File: src/rtl/rv32i_types.sv
// -----------------------------------------------------------------------------
// rv32i_types
// Shared RV32I type package for the pipeline.
//   load_funct3_t      : funct3 encodings of the load instructions
//   store_funct3_t     : funct3 encodings of the store instructions
//   mem_stage_state_t  : memory-access stage FSM states
//   is_misaligned()    : access-size alignment check shared by loads/stores
// -----------------------------------------------------------------------------
package rv32i_types;

   typedef enum logic [2:0] {
      lb  = 3'b000,
      lh  = 3'b001,
      lw  = 3'b010,
      lbu = 3'b100,
      lhu = 3'b101
   } load_funct3_t;

   typedef enum logic [2:0] {
      sb = 3'b000,
      sh = 3'b001,
      sw = 3'b010
   } store_funct3_t;

   typedef enum logic [1:0] {
      IDLE   = 2'b00,
      ACCESS = 2'b01,
      DONE   = 2'b10
   } mem_stage_state_t;

   // funct3[1:0] encodes access size for both loads and stores
   // (00 byte, 01 half, 10 word), so one check covers lh/lhu/sh and lw/sw.
   function automatic logic is_misaligned(input logic [2:0] funct3,
                                          input logic [1:0] addr_lo);
      logic mis;
      case (funct3[1:0])
         2'b01:   mis = addr_lo[0];
         2'b10:   mis = (addr_lo != 2'b00);
         default: mis = 1'b0;
      endcase
      return mis;
   endfunction

endpackage

File: src/rtl/mem_access_stage_store_aligner.sv
// -----------------------------------------------------------------------------
// store_aligner
// Combinational store lane steering for the memory-access stage.
//   funct3_i      in  3   load/store funct3
//   addr_lo_i     in  2   effective address bits [1:0]
//   rs2_i         in  32  unshifted store data
//   byte_enable_o out 4   store byte mask
//   wdata_o       out 32  store data shifted into its byte lanes
//   misaligned_o  out 1   access is not naturally aligned for its size
// -----------------------------------------------------------------------------
module store_aligner
   import rv32i_types::*;
(
   input  logic [2:0]  funct3_i,
   input  logic [1:0]  addr_lo_i,
   input  logic [31:0] rs2_i,
   output logic [3:0]  byte_enable_o,
   output logic [31:0] wdata_o,
   output logic        misaligned_o
);

   always_comb begin
      byte_enable_o = 4'b0000;
      wdata_o       = rs2_i << {addr_lo_i, 3'b000};
      case (funct3_i)
         sb:      byte_enable_o = 4'b0001 << addr_lo_i;
         sh:      byte_enable_o = 4'b0011 << addr_lo_i;
         sw: begin
            byte_enable_o = 4'b1111;
            wdata_o       = rs2_i;
         end
         default: byte_enable_o = 4'b0000;
      endcase
   end

   assign misaligned_o = is_misaligned(funct3_i, addr_lo_i);

endmodule

File: src/rtl/mem_access_stage.sv
// -----------------------------------------------------------------------------
// mem_access_stage
// MEM stage of the 5-stage RV32I pipeline. Issues one data-memory request per
// load/store with a request/response handshake, stalls the pipeline while the
// request is outstanding, and captures the raw read word for MEM/WB.
//   clk, rst          clock, asynchronous active-high reset
//   valid_in          EX/MEM holds a live instruction
//   mem_read_in       load
//   mem_write_in      store (wins over mem_read_in)
//   funct3_in         load/store funct3
//   alu_data_in       effective address
//   rs2_data_in       unshifted store data
//   dmem_*            registered memory request port, dmem_rdata/dmem_resp in
//   stall_out         hold the upstream pipeline registers
//   read_data_out     captured read word
//   address_out       effective address passthrough
//   misaligned_out    current memory instruction is misaligned and dropped
// -----------------------------------------------------------------------------
module mem_access_stage
   import rv32i_types::*;
(
   input  logic        clk,
   input  logic        rst,
   input  logic        valid_in,
   input  logic        mem_read_in,
   input  logic        mem_write_in,
   input  logic [2:0]  funct3_in,
   input  logic [31:0] alu_data_in,
   input  logic [31:0] rs2_data_in,
   output logic        dmem_read,
   output logic        dmem_write,
   output logic [31:0] dmem_address,
   output logic [31:0] dmem_wdata,
   output logic [3:0]  dmem_byte_enable,
   input  logic [31:0] dmem_rdata,
   input  logic        dmem_resp,
   output logic        stall_out,
   output logic [31:0] read_data_out,
   output logic [31:0] address_out,
   output logic        misaligned_out
);

   mem_stage_state_t state_q, state_d;

   logic        dmem_read_q;
   logic        dmem_write_q;
   logic [31:0] dmem_address_q;
   logic [31:0] dmem_wdata_q;
   logic [3:0]  dmem_byte_enable_q;
   logic [31:0] read_data_q;

   logic [3:0]  align_be;
   logic [31:0] align_wdata;
   logic        align_misaligned;

   logic        mem_op;
   logic        start;

   store_aligner u_store_aligner (
      .funct3_i      (funct3_in),
      .addr_lo_i     (alu_data_in[1:0]),
      .rs2_i         (rs2_data_in),
      .byte_enable_o (align_be),
      .wdata_o       (align_wdata),
      .misaligned_o  (align_misaligned)
   );

   assign mem_op = valid_in & (mem_read_in | mem_write_in);
   // Misaligned ops never leave IDLE, so they cost no cycles and no request.
   assign start  = (state_q == IDLE) & mem_op & ~align_misaligned;

   // ---------------- FSM: state register ----------------
   always_ff @(posedge clk or posedge rst) begin
      if (rst) begin
         state_q <= IDLE;
      end else begin
         state_q <= state_d;
      end
   end

   // ---------------- FSM: next state ----------------
   always_comb begin
      state_d = state_q;
      case (state_q)
         IDLE:    if (start) state_d = ACCESS;
         ACCESS:  if (dmem_resp) state_d = DONE;
         DONE:    state_d = IDLE;
         default: state_d = IDLE;
      endcase
   end

   // ---------------- FSM: outputs ----------------
   // DONE releases the stall so EX/MEM advances exactly once per op.
   always_comb begin
      stall_out = 1'b0;
      case (state_q)
         IDLE:    stall_out = start;
         ACCESS:  stall_out = 1'b1;
         default: stall_out = 1'b0;
      endcase
   end

   // ---------------- request and read-data registers ----------------
   // Request fields are loaded on IDLE->ACCESS, held through ACCESS and
   // cleared on the response, so the port is idle in IDLE and DONE.
   always_ff @(posedge clk or posedge rst) begin
      if (rst) begin
         dmem_read_q        <= 1'b0;
         dmem_write_q       <= 1'b0;
         dmem_address_q     <= 32'h0;
         dmem_wdata_q       <= 32'h0;
         dmem_byte_enable_q <= 4'b0000;
         read_data_q        <= 32'h0;
      end else begin
         case (state_q)
            IDLE: begin
               if (start) begin
                  dmem_read_q        <= mem_read_in & ~mem_write_in;
                  dmem_write_q       <= mem_write_in;
                  dmem_address_q     <= {alu_data_in[31:2], 2'b00};
                  dmem_wdata_q       <= mem_write_in ? align_wdata : 32'h0;
                  dmem_byte_enable_q <= mem_write_in ? align_be : 4'b0000;
               end
            end
            ACCESS: begin
               if (dmem_resp) begin
                  if (dmem_read_q) begin
                     read_data_q <= dmem_rdata;
                  end
                  dmem_read_q        <= 1'b0;
                  dmem_write_q       <= 1'b0;
                  dmem_address_q     <= 32'h0;
                  dmem_wdata_q       <= 32'h0;
                  dmem_byte_enable_q <= 4'b0000;
               end
            end
            default: begin
            end
         endcase
      end
   end

   assign dmem_read        = dmem_read_q;
   assign dmem_write       = dmem_write_q;
   assign dmem_address     = dmem_address_q;
   assign dmem_wdata       = dmem_wdata_q;
   assign dmem_byte_enable = dmem_byte_enable_q;
   assign read_data_out    = read_data_q;
   assign address_out      = alu_data_in;
   assign misaligned_out   = mem_op & align_misaligned;

endmodule

File: config.mk
export PLATFORM = sky130hd
export DESIGN_NAME = mem_access_stage
export DESIGN_NICKNAME = d
export VERILOG_FILES = /design/src/rtl/rv32i_types.sv /design/src/rtl/mem_access_stage_store_aligner.sv /design/src/rtl/mem_access_stage.sv
export SDC_FILE = /design/constraint.sdc
export NUM_CORES = 1
export LEC_CHECK = 0
export ABC_AREA = 0
export CAP_MARGIN = 20
export CORE_AREA = 4 4 115 117
export DETAILED_ROUTE_END_ITERATION = 6
export DIE_AREA = 0 0 119 121
export DONT_BUFFER_PORTS = 1
export PLACE_DENSITY_LB_ADDON = 0.1
export SETUP_SLACK_MARGIN = 0.02
export SYNTH_ARGS = -nofsm -noshare
export SYNTH_HDL_FRONTEND = slang
export SYNTH_HIERARCHICAL = 1
export SYNTH_SLANG_ARGS = --single-unit
File: constraint.sdc
create_clock -name clk -period 6.8 [get_ports clk]
set_input_delay 1.02 -clock clk [delete_from_list [all_inputs] [get_ports clk]]
set_output_delay 1.02 -clock clk [all_outputs]
set_load 0.02 [all_outputs]
======== Word level (Yosys, flattened, before mapping) ========
Index checks and enable logic that the tools add are counted.
operators by class
  equal/unequal tests ..................... 7
  shift-type cells ........................ 3
  multiplexer cells ....................... 22
  bitwise operators ....................... 8
  reduce and logical (&&, ||, !) cells .... 7
operator list
  cell                 count
  $mux 32              5
  $pmux 32 s2          2
  $shl 32x5->32        1
  $mux 4               3
  $pmux 4 s3           1
  $pmux 1 s2           4
  $pmux 4 s2           1
  $reduce_and 3->1     2
  $and 1x1->1          5
  $eq 2x1->1 const B   2
  $mux 2               2
  $ne 2x2->1 const B   2
  $pmux 2 s2           1
  $reduce_bool 2->1    2
  $shl 1x2->4 const A  1
  $shl 2x2->4 const A  1
  $eq 3x1->1 const B   1
  $eq 3x2->1 const B   1
  $logic_not 3->1      1
  $mux 1               3
  $eq 2x2->1 const B   1
  $logic_not 2->1      1
  $not 1->1            2
  $reduce_and 2->1     1
  $or 1x1->1           1
storage, ports and cells
  flip-flop bits (word level) ............. 104
  input port bits ......................... 105
  output and inout bits ................... 136

======== Logic depth before layout (Yosys ltp) ========
Gate-level depths: netlist of run 1.
  depth after elaboration ................. 6
  gate-level depth with buffers ........... 11

======== Cells and area by module ========
Netlist of run 1, hierarchy kept.
by module, submodules not included
  module            instances  cells an instance  area an instance (sq um)
  mem_access_stage  1          343                4,411.7
  store_aligner     1          145                985.9

======== Worst setup path before layout of run 1 ========
No wires, ideal clock.
  path kind ............................... input to output
  start point ............................. input alu_data_in[0]
  end point ............................... output stall_out
  arrival ................................. 2.351 ns
  required time ........................... 5.780 ns
  slack ................................... 3.429 ns
  stages .................................. 9
  cell sequence ........................... buf_6 > buf_4 > buf_2 > o21ai_0 > a21boi_0 > nor2b_1 > buf_2 > a21oi_1 > nor2_1
on the way
  cells in the longest elaborated chain, start to end .. 5
RTL lines
  item                  RTL line                RTL
  start, declared       mem_access_stage.sv:28  input logic [31:0] alu_data_in,
  $reduce_bool 2->1     rv32i_types.sv:38       2'b10: mis = (addr_lo != 2'b00);
  $pmux 1 s2 *          rv32i_types.sv:36       case (funct3[1:0])
  via align_misaligned  mem_access_stage.sv:54  logic align_misaligned;
  $not 1->1 *           mem_access_stage.sv:70  assign start = (state_q == IDLE) & mem_op & ~align_misaligned;
  $and 1x1->1 *         mem_access_stage.sv:70
  $pmux 1 s2 *          mem_access_stage.sv:96  case (state_q)
  end, declared         mem_access_stage.sv:37  output logic stall_out,
The timed path passes the listed nets; every way through them passes the cells marked *.

======== Final worst setup path of run 1 ========
  start point ............................. input funct3_in[0]
  end point ............................... output stall_out
on the way
  cells in the longest elaborated chain, start to end .. 5
  elaborated cells on any way between the ends .. 6
  classes of those cells .................. 2 x eq/ne; 2 x mux; 2 x bitwise
RTL lines
  item                                             RTL line                RTL
  start, declared                                  mem_access_stage.sv:27  input logic [2:0] funct3_in,
  $eq 2x2->1 / $eq 2x1->1 (equally long branches)  rv32i_types.sv:36
  $pmux 1 s2 *                                     rv32i_types.sv:36
  via align_misaligned                             mem_access_stage.sv:54
  $not 1->1 *                                      mem_access_stage.sv:70
  $and 1x1->1 *                                    mem_access_stage.sv:70
  $pmux 1 s2 *                                     mem_access_stage.sv:96
Marked as above.

==> flow_metrics.tcl, run 1 <==
set metrics [dict create \
    rsz0062_at_grt "false" \
    worstSetupPathType "input port to primary output" \
    synth_fa_ha_area_frac 0.00695 \
    drt_iter0_drc 232 \
    p_total_mw 2.07 \
    rrSetupSlack_ns 4.64 \
    drive_above_1_share 0.185 \
    synth_edf_count 0 \
    die_area_mm2 0.0144 \
    diodes 0 \
    cts_made_buffers 9 \
    mostFrequentLayoutCells "dfrtp_1, nand2_1, a22o_1" \
    ant_nets 0 \
    fin_area_mm2 0.00544 \
    dpl_worst_slack_ns 3.24 \
    ys_warn_count 6 \
    synthSimpleGateAreaFrac 0.130 \
    max_freq_mhz 281 \
    dpl_cell_area_mm2 0.00511 \
    synth_ff_type "dfrtp_1" \
    status "completed" \
    setup_viol 0 \
    overflow 0 \
    synth.area.mux_share 0.104 \
    critPathLaunch "funct3_in[0]" \
    r2r_cells 4 \
    tightest_slew_ns 0.838 \
    io-pin-count 241 \
    p_leak_nw 2.54 \
    grt_antenna_before_repair 0 \
    timing.final.crit_share 0.523 \
    syn_inst 488 \
    synth_area_per_cell_um2 11.1 \
    synth_top_family_by_area "compound AO/OA/AOI/OAI gates" \
    relSlewSlack 0.442 \
    first_pass_iters 4 \
    synth_xor_area_frac 0.00162 \
    die_x_um 119 \
    worstPathRequired_ns 5.78 \
    skew_ns 0.00511 \
    synth-compound-area-share 0.171 \
    rows 41 \
    area_growth_pct 0.742 \
    slew_violations 0 \
    crit_end "stall_out" \
    synth_area_leader_cell "dfrtp_1" \
    drc 0 \
    grt_pass1_wl_um 20900 \
    grt_max_degree 66 \
    post-dp-hpwl_um 9270 \
    grt_usage 0.189 \
    cts_tree "built" \
    finalHoldWorstSlack_ns 0.535 \
    setup_tns_ns 0 \
    syn-cell-area_mm2 0.00540 \
    fin_ws_ns 3.24 \
    ys_types 48 \
    synth_top_area_share 0.473 \
    timing.rr.start "state_q[0]" \
    clock_latency_ns 0.35 \
    final_nets 540 \
    arrival_ns 2.54 \
    finalHoldViolations 0 \
    cts.path.max_buffers 2 \
    multi_input_area_mm2 0.00224 \
    period_minus_slack_ns 3.56 \
    min_path_type "flop to flop" \
    vias_per_cell 5.62 \
    seq_area_mm2 0.00255 \
    end_kind "primary output" \
    yosysSeqAreaShare 0.473 \
    synthTopCellsByArea "dfrtp_1, mux2_4, a22o_1" \
    path_clk_slew_ns 0.07 \
    fp.dieH_um 121 \
    grt_pass1_vias 3563 \
    final_common_cell "dfrtp_1" \
    postCtsHoldBufs 0 \
    start_kind "input port" \
    cts_resized 0 \
    ctsHtreeMaxLevel 3 \
    path_max_fanout 37 \
    dp.cells 591 \
    post_cts_buffers 0 \
    max-vdd-ir-drop_v 0.000139 \
    io_buffers 0 \
    final_cells 609 \
    async_reset_ff_frac 1.00 \
    maxCapViolCount 0 \
    wire_per_inst_um 22.3 \
    fin_util 0.440 \
    finalWirelength_um 13600 \
    start_util 0.437 \
    r2r_end "dmem_byte_enable[0]" \
    core_region_area_mm2 0.0124 \
    power_density_mw_per_mm2 381 \
    clkSinkCount 102 \
    dr_total_vias 3424 \
    cts-root-buf "clkbuf_16" \
    ys_ff_latch 102 \
    finalWeightedCongestion 0.799 \
    layout.filler_cells 1184 \
]
-- synth_stat cells (2+ instances only) --
library cell	count
nor2b_1	11
nand2b_1	8
ha_1	3
a22o_1	42
inv_1	13
a31oi_1	10
mux2_2	7
and3_1	3
buf_4	38
mux2_1	2
o221ai_1	8
nor3_1	8
o21ai_1	32
mux2_4	30
nand2_1	43
buf_8	3
o22ai_2	6
nand4_1	30
buf_6	9
a21oi_1	4
buf_2	11
a21o_1	3
a211oi_2	6
dfrtp_1	102
clkbuf_1	13
nor2_1	21
-- cells by family after synthesis --
kind of cell	after synthesis
buffers and inverters	89
other	1
AND/OR/NAND/NOR	134
multiplexers	40
flip-flops	102
AO/OA/AOI/OAI	118
adder cells (fa/ha/maj)	3
XOR/XNOR	1
-- metal layers --
layer | GRT usage | up-vias | wire, um
li1 | - | 1604 | -
met1 | 0.240 | 1645 | 5490
met2 | 0.288 | 160 | 6420
met3 | 0.0741 | 15 | 1450
met4 | 0.0768 | 0 | 243
met5 | 0 | - | 0
-- worst min path at each step --
stage	startpoint	end	slack, ns	depth (start not counted)
2_1_floorplan	state_q[1]	state_q[0]	0.49	1
5_1_grt	rst	dmem_address[21]	0.58	1
6_report	state_q[1]	state_q[0]	0.54	1
3_5_place_dp	state_q[1]	state_q[0]	0.53	1
3_3_place_gp	state_q[1]	state_q[0]	0.54	1
4_1_cts	state_q[1]	state_q[0]	0.54	1
-- power breakdown --
group / switching, mW / total, mW / internal (mW)
Combinational: 0.177 / 0.397 / 0.220
Sequential: 0.394 / 1.19 / 0.794
Clock: 0.234 / 0.485 / 0.251
Total: 0.805 / 2.07 / 1.27
-- state kept, by name (all words and copies together) (netlist names) --
register	count
state_q	2
dmem_write	1
dmem_wdata	32
read_data_out	32
dmem_address	30
dmem_byte_enable	4
dmem_read	1
-- area by class of cell --
| type | count | area share |
|---|---|---|
| inverter | 14 | 0.0106 |
| clock inverter | 6 | 0.00874 |
| timing repair buffer | 7 | 0.0170 |
| sequential | 102 | 0.469 |
| tap | 172 | 0.0396 |
| multi-input combinational | 298 | 0.413 |
| clock buffer | 10 | 0.0421 |
-- critical path: stages --
cell	delay, ns
inv_1	0.04
ha_1	0.28
o21ai_0	0.10
a21boi_0	0.16
nor2b_2	0.13
buf_4	0.35
a21oi_1	0.12
nor2_1	0.33
No activity file was read; power rests on OpenSTA's default activity.
==> run 2, diff against run 1 <==
clock period = 3.7 ns   (was 6.8 ns; I/O delays follow)
==> run 2 against run 1 <==
Compared with the run above: cell count up 0.66%; routed wire length grew 1.6%; worst setup slack worse by 2.3 ns; combinational power increased by 82%; hold slack got worse by 0.46 ns; die area did not move; critical path type unchanged; highest routed layer unchanged.
==> flow_metrics.tcl, run 2 (same netlist as run 1, synthesis figures left out) <==
set metrics [dict create \
    status "completed" \
    p_total_mw 3.91 \
    drt_iter0_drc 185 \
    core_region_area_mm2 0.0124 \
    finalHoldWorstSlack_ns 0.0714 \
    slowest_delay_ns 0.56 \
    rows 41 \
    max_freq_mhz 363 \
    p_leak_nw 2.57 \
    post_cts_buffers 0 \
    seq_area_mm2 0.00255 \
    grt_pass1_wl_um 21500 \
    cts_resized 0 \
    cts.path.max_buffers 2 \
    skew_ns 0.00533 \
    min_path_type "input port to async pin" \
    arrival_ns 2.20 \
    finalWeightedCongestion 0.782 \
    critPathSlowestCell "nor2b_2" \
    timing.rr.start "state_q[1]" \
    clock_latency_ns 0.35 \
    timing.final.crit_share 0.744 \
    path_max_fanout 16 \
    dr_total_vias 3508 \
    internal_power_mw 2.40 \
    dp.cells 596 \
    rrSetupSlack_ns 1.70 \
    finalWirelength_um 13800 \
    clkSinkCount 102 \
    end_kind "primary output" \
    dpl_cell_area_mm2 0.00514 \
    rsz0062_at_grt "false" \
    setup_viol 0 \
    first_pass_iters 4 \
    io-pin-count 241 \
    layout.filler_cells 1159 \
    r2r_end "read_data_out[30]" \
    die_area_mm2 0.0144 \
    path_clk_slew_ns 0.07 \
    worstSetupPathType "input port to primary output" \
    period_minus_slack_ns 2.75 \
    overflow 0 \
    power_density_mw_per_mm2 713 \
    switching_share 0.387 \
    post-dp-hpwl_um 9640 \
    critPathLaunch "funct3_in[0]" \
    start_kind "input port" \
    final_nets 544 \
    final_common_cell "dfrtp_1" \
    fin_area_mm2 0.00549 \
    setup_tns_ns 0 \
    start_util 0.437 \
    ctsHtreeMaxLevel 3 \
    drive_above_1_share 0.195 \
    io_buffers 0 \
    grt_usage 0.192 \
    multi_input_area_mm2 0.00224 \
    fp.dieH_um 121 \
    cts_made_buffers 9 \
    postCtsHoldBufs 0 \
    path_cells "inv_1 -> ha_1 -> o21ai_0 -> a21boi_0 -> nor2b_2 -> a21oi_1 -> nor2_1" \
    area_growth_pct 1.62 \
    relSlewSlack 0.514 \
    r2r_cells 4 \
    maxCapViolCount 0 \
    tightest_slew_ns 0.727 \
    die_x_um 119 \
    grt_max_degree 80 \
    final_cells 613 \
    seqPwrFrac 0.560 \
    pwr-share-clk 0.255 \
    worstPathRequired_ns 3.14 \
    finalHoldViolations 0 \
    wire_per_inst_um 22.5 \
    mostFrequentLayoutCells "dfrtp_1, nand2_1, a22o_1" \
    power_switching_mw 1.51 \
    cts-root-buf "clkbuf_16" \
    cts_tree "built" \
    ant_nets 0 \
    p_comb_frac 0.185 \
    drc 0 \
    diodes 0 \
    max-vdd-ir-drop_v 0.000308 \
    grt_antenna_before_repair 0 \
    vias_per_cell 5.72 \
    grt_pass1_vias 3650 \
    slew_violations 0 \
]
-- run 2: power by group through the flow --
stage               logic (mW)  clock network, mW  registers, mW
floorplan                0.718                  0           2.10
global placement         0.705                  0           2.21
detailed placement       0.731                  0           2.21
CTS                      0.728               1.03           2.20
global route             0.811               1.07           2.23
finish                   0.724              0.998           2.19
-- run 2: routing by layer --
layer | wire (um) | track usage | vias to the layer above | share of wire
li1 | - | - | 1617 | -
met1 | 5660 | 0.240 | 1736 | 0.41
met2 | 6780 | 0.307 | 144 | 0.49
met3 | 1240 | 0.0797 | 11 | 0.090
met4 | 141 | 0.0543 | 0 | 0.010
met5 | 0 | 0 | - | 0
-- run 2: how the worst max path moves through the flow --
stage                                  end  slack, ns
after global placement           stall_out       0.98
after floorplan           dmem_address[10]       0.47
after global routing             stall_out       0.76
after detailed placement         stall_out       0.95
after CTS                        stall_out       0.94
final                            stall_out       0.95
-- run 2: metrics by stage --
stage | util | worst slack [ns]
after global placement | 0.416 | 0.976
after CTS | 0.441 | 0.940
after global routing | 0.444 | 0.762
final | 0.444 | 0.947
after floorplan | - | 0.470
after detailed placement | 0.416 | 0.950
-- run 2: final cells by class --
cell class              count  share of cell area
clock buffers               9              0.0411
flip-flops and latches    102               0.465
multi-input cells         298               0.409
repair buffers             11              0.0187
inverters                  14              0.0105
clock inverters             7              0.0162
well taps                 172              0.0392
-- run 2: critical path, delay by kind of cell --
family,cells,cell delay (ns)
adders and majority gates,1,0.28
and+or+nand+nor,2,0.92
AOI/OAI and AO/OA,3,0.40
buffers and inverters,1,0.03
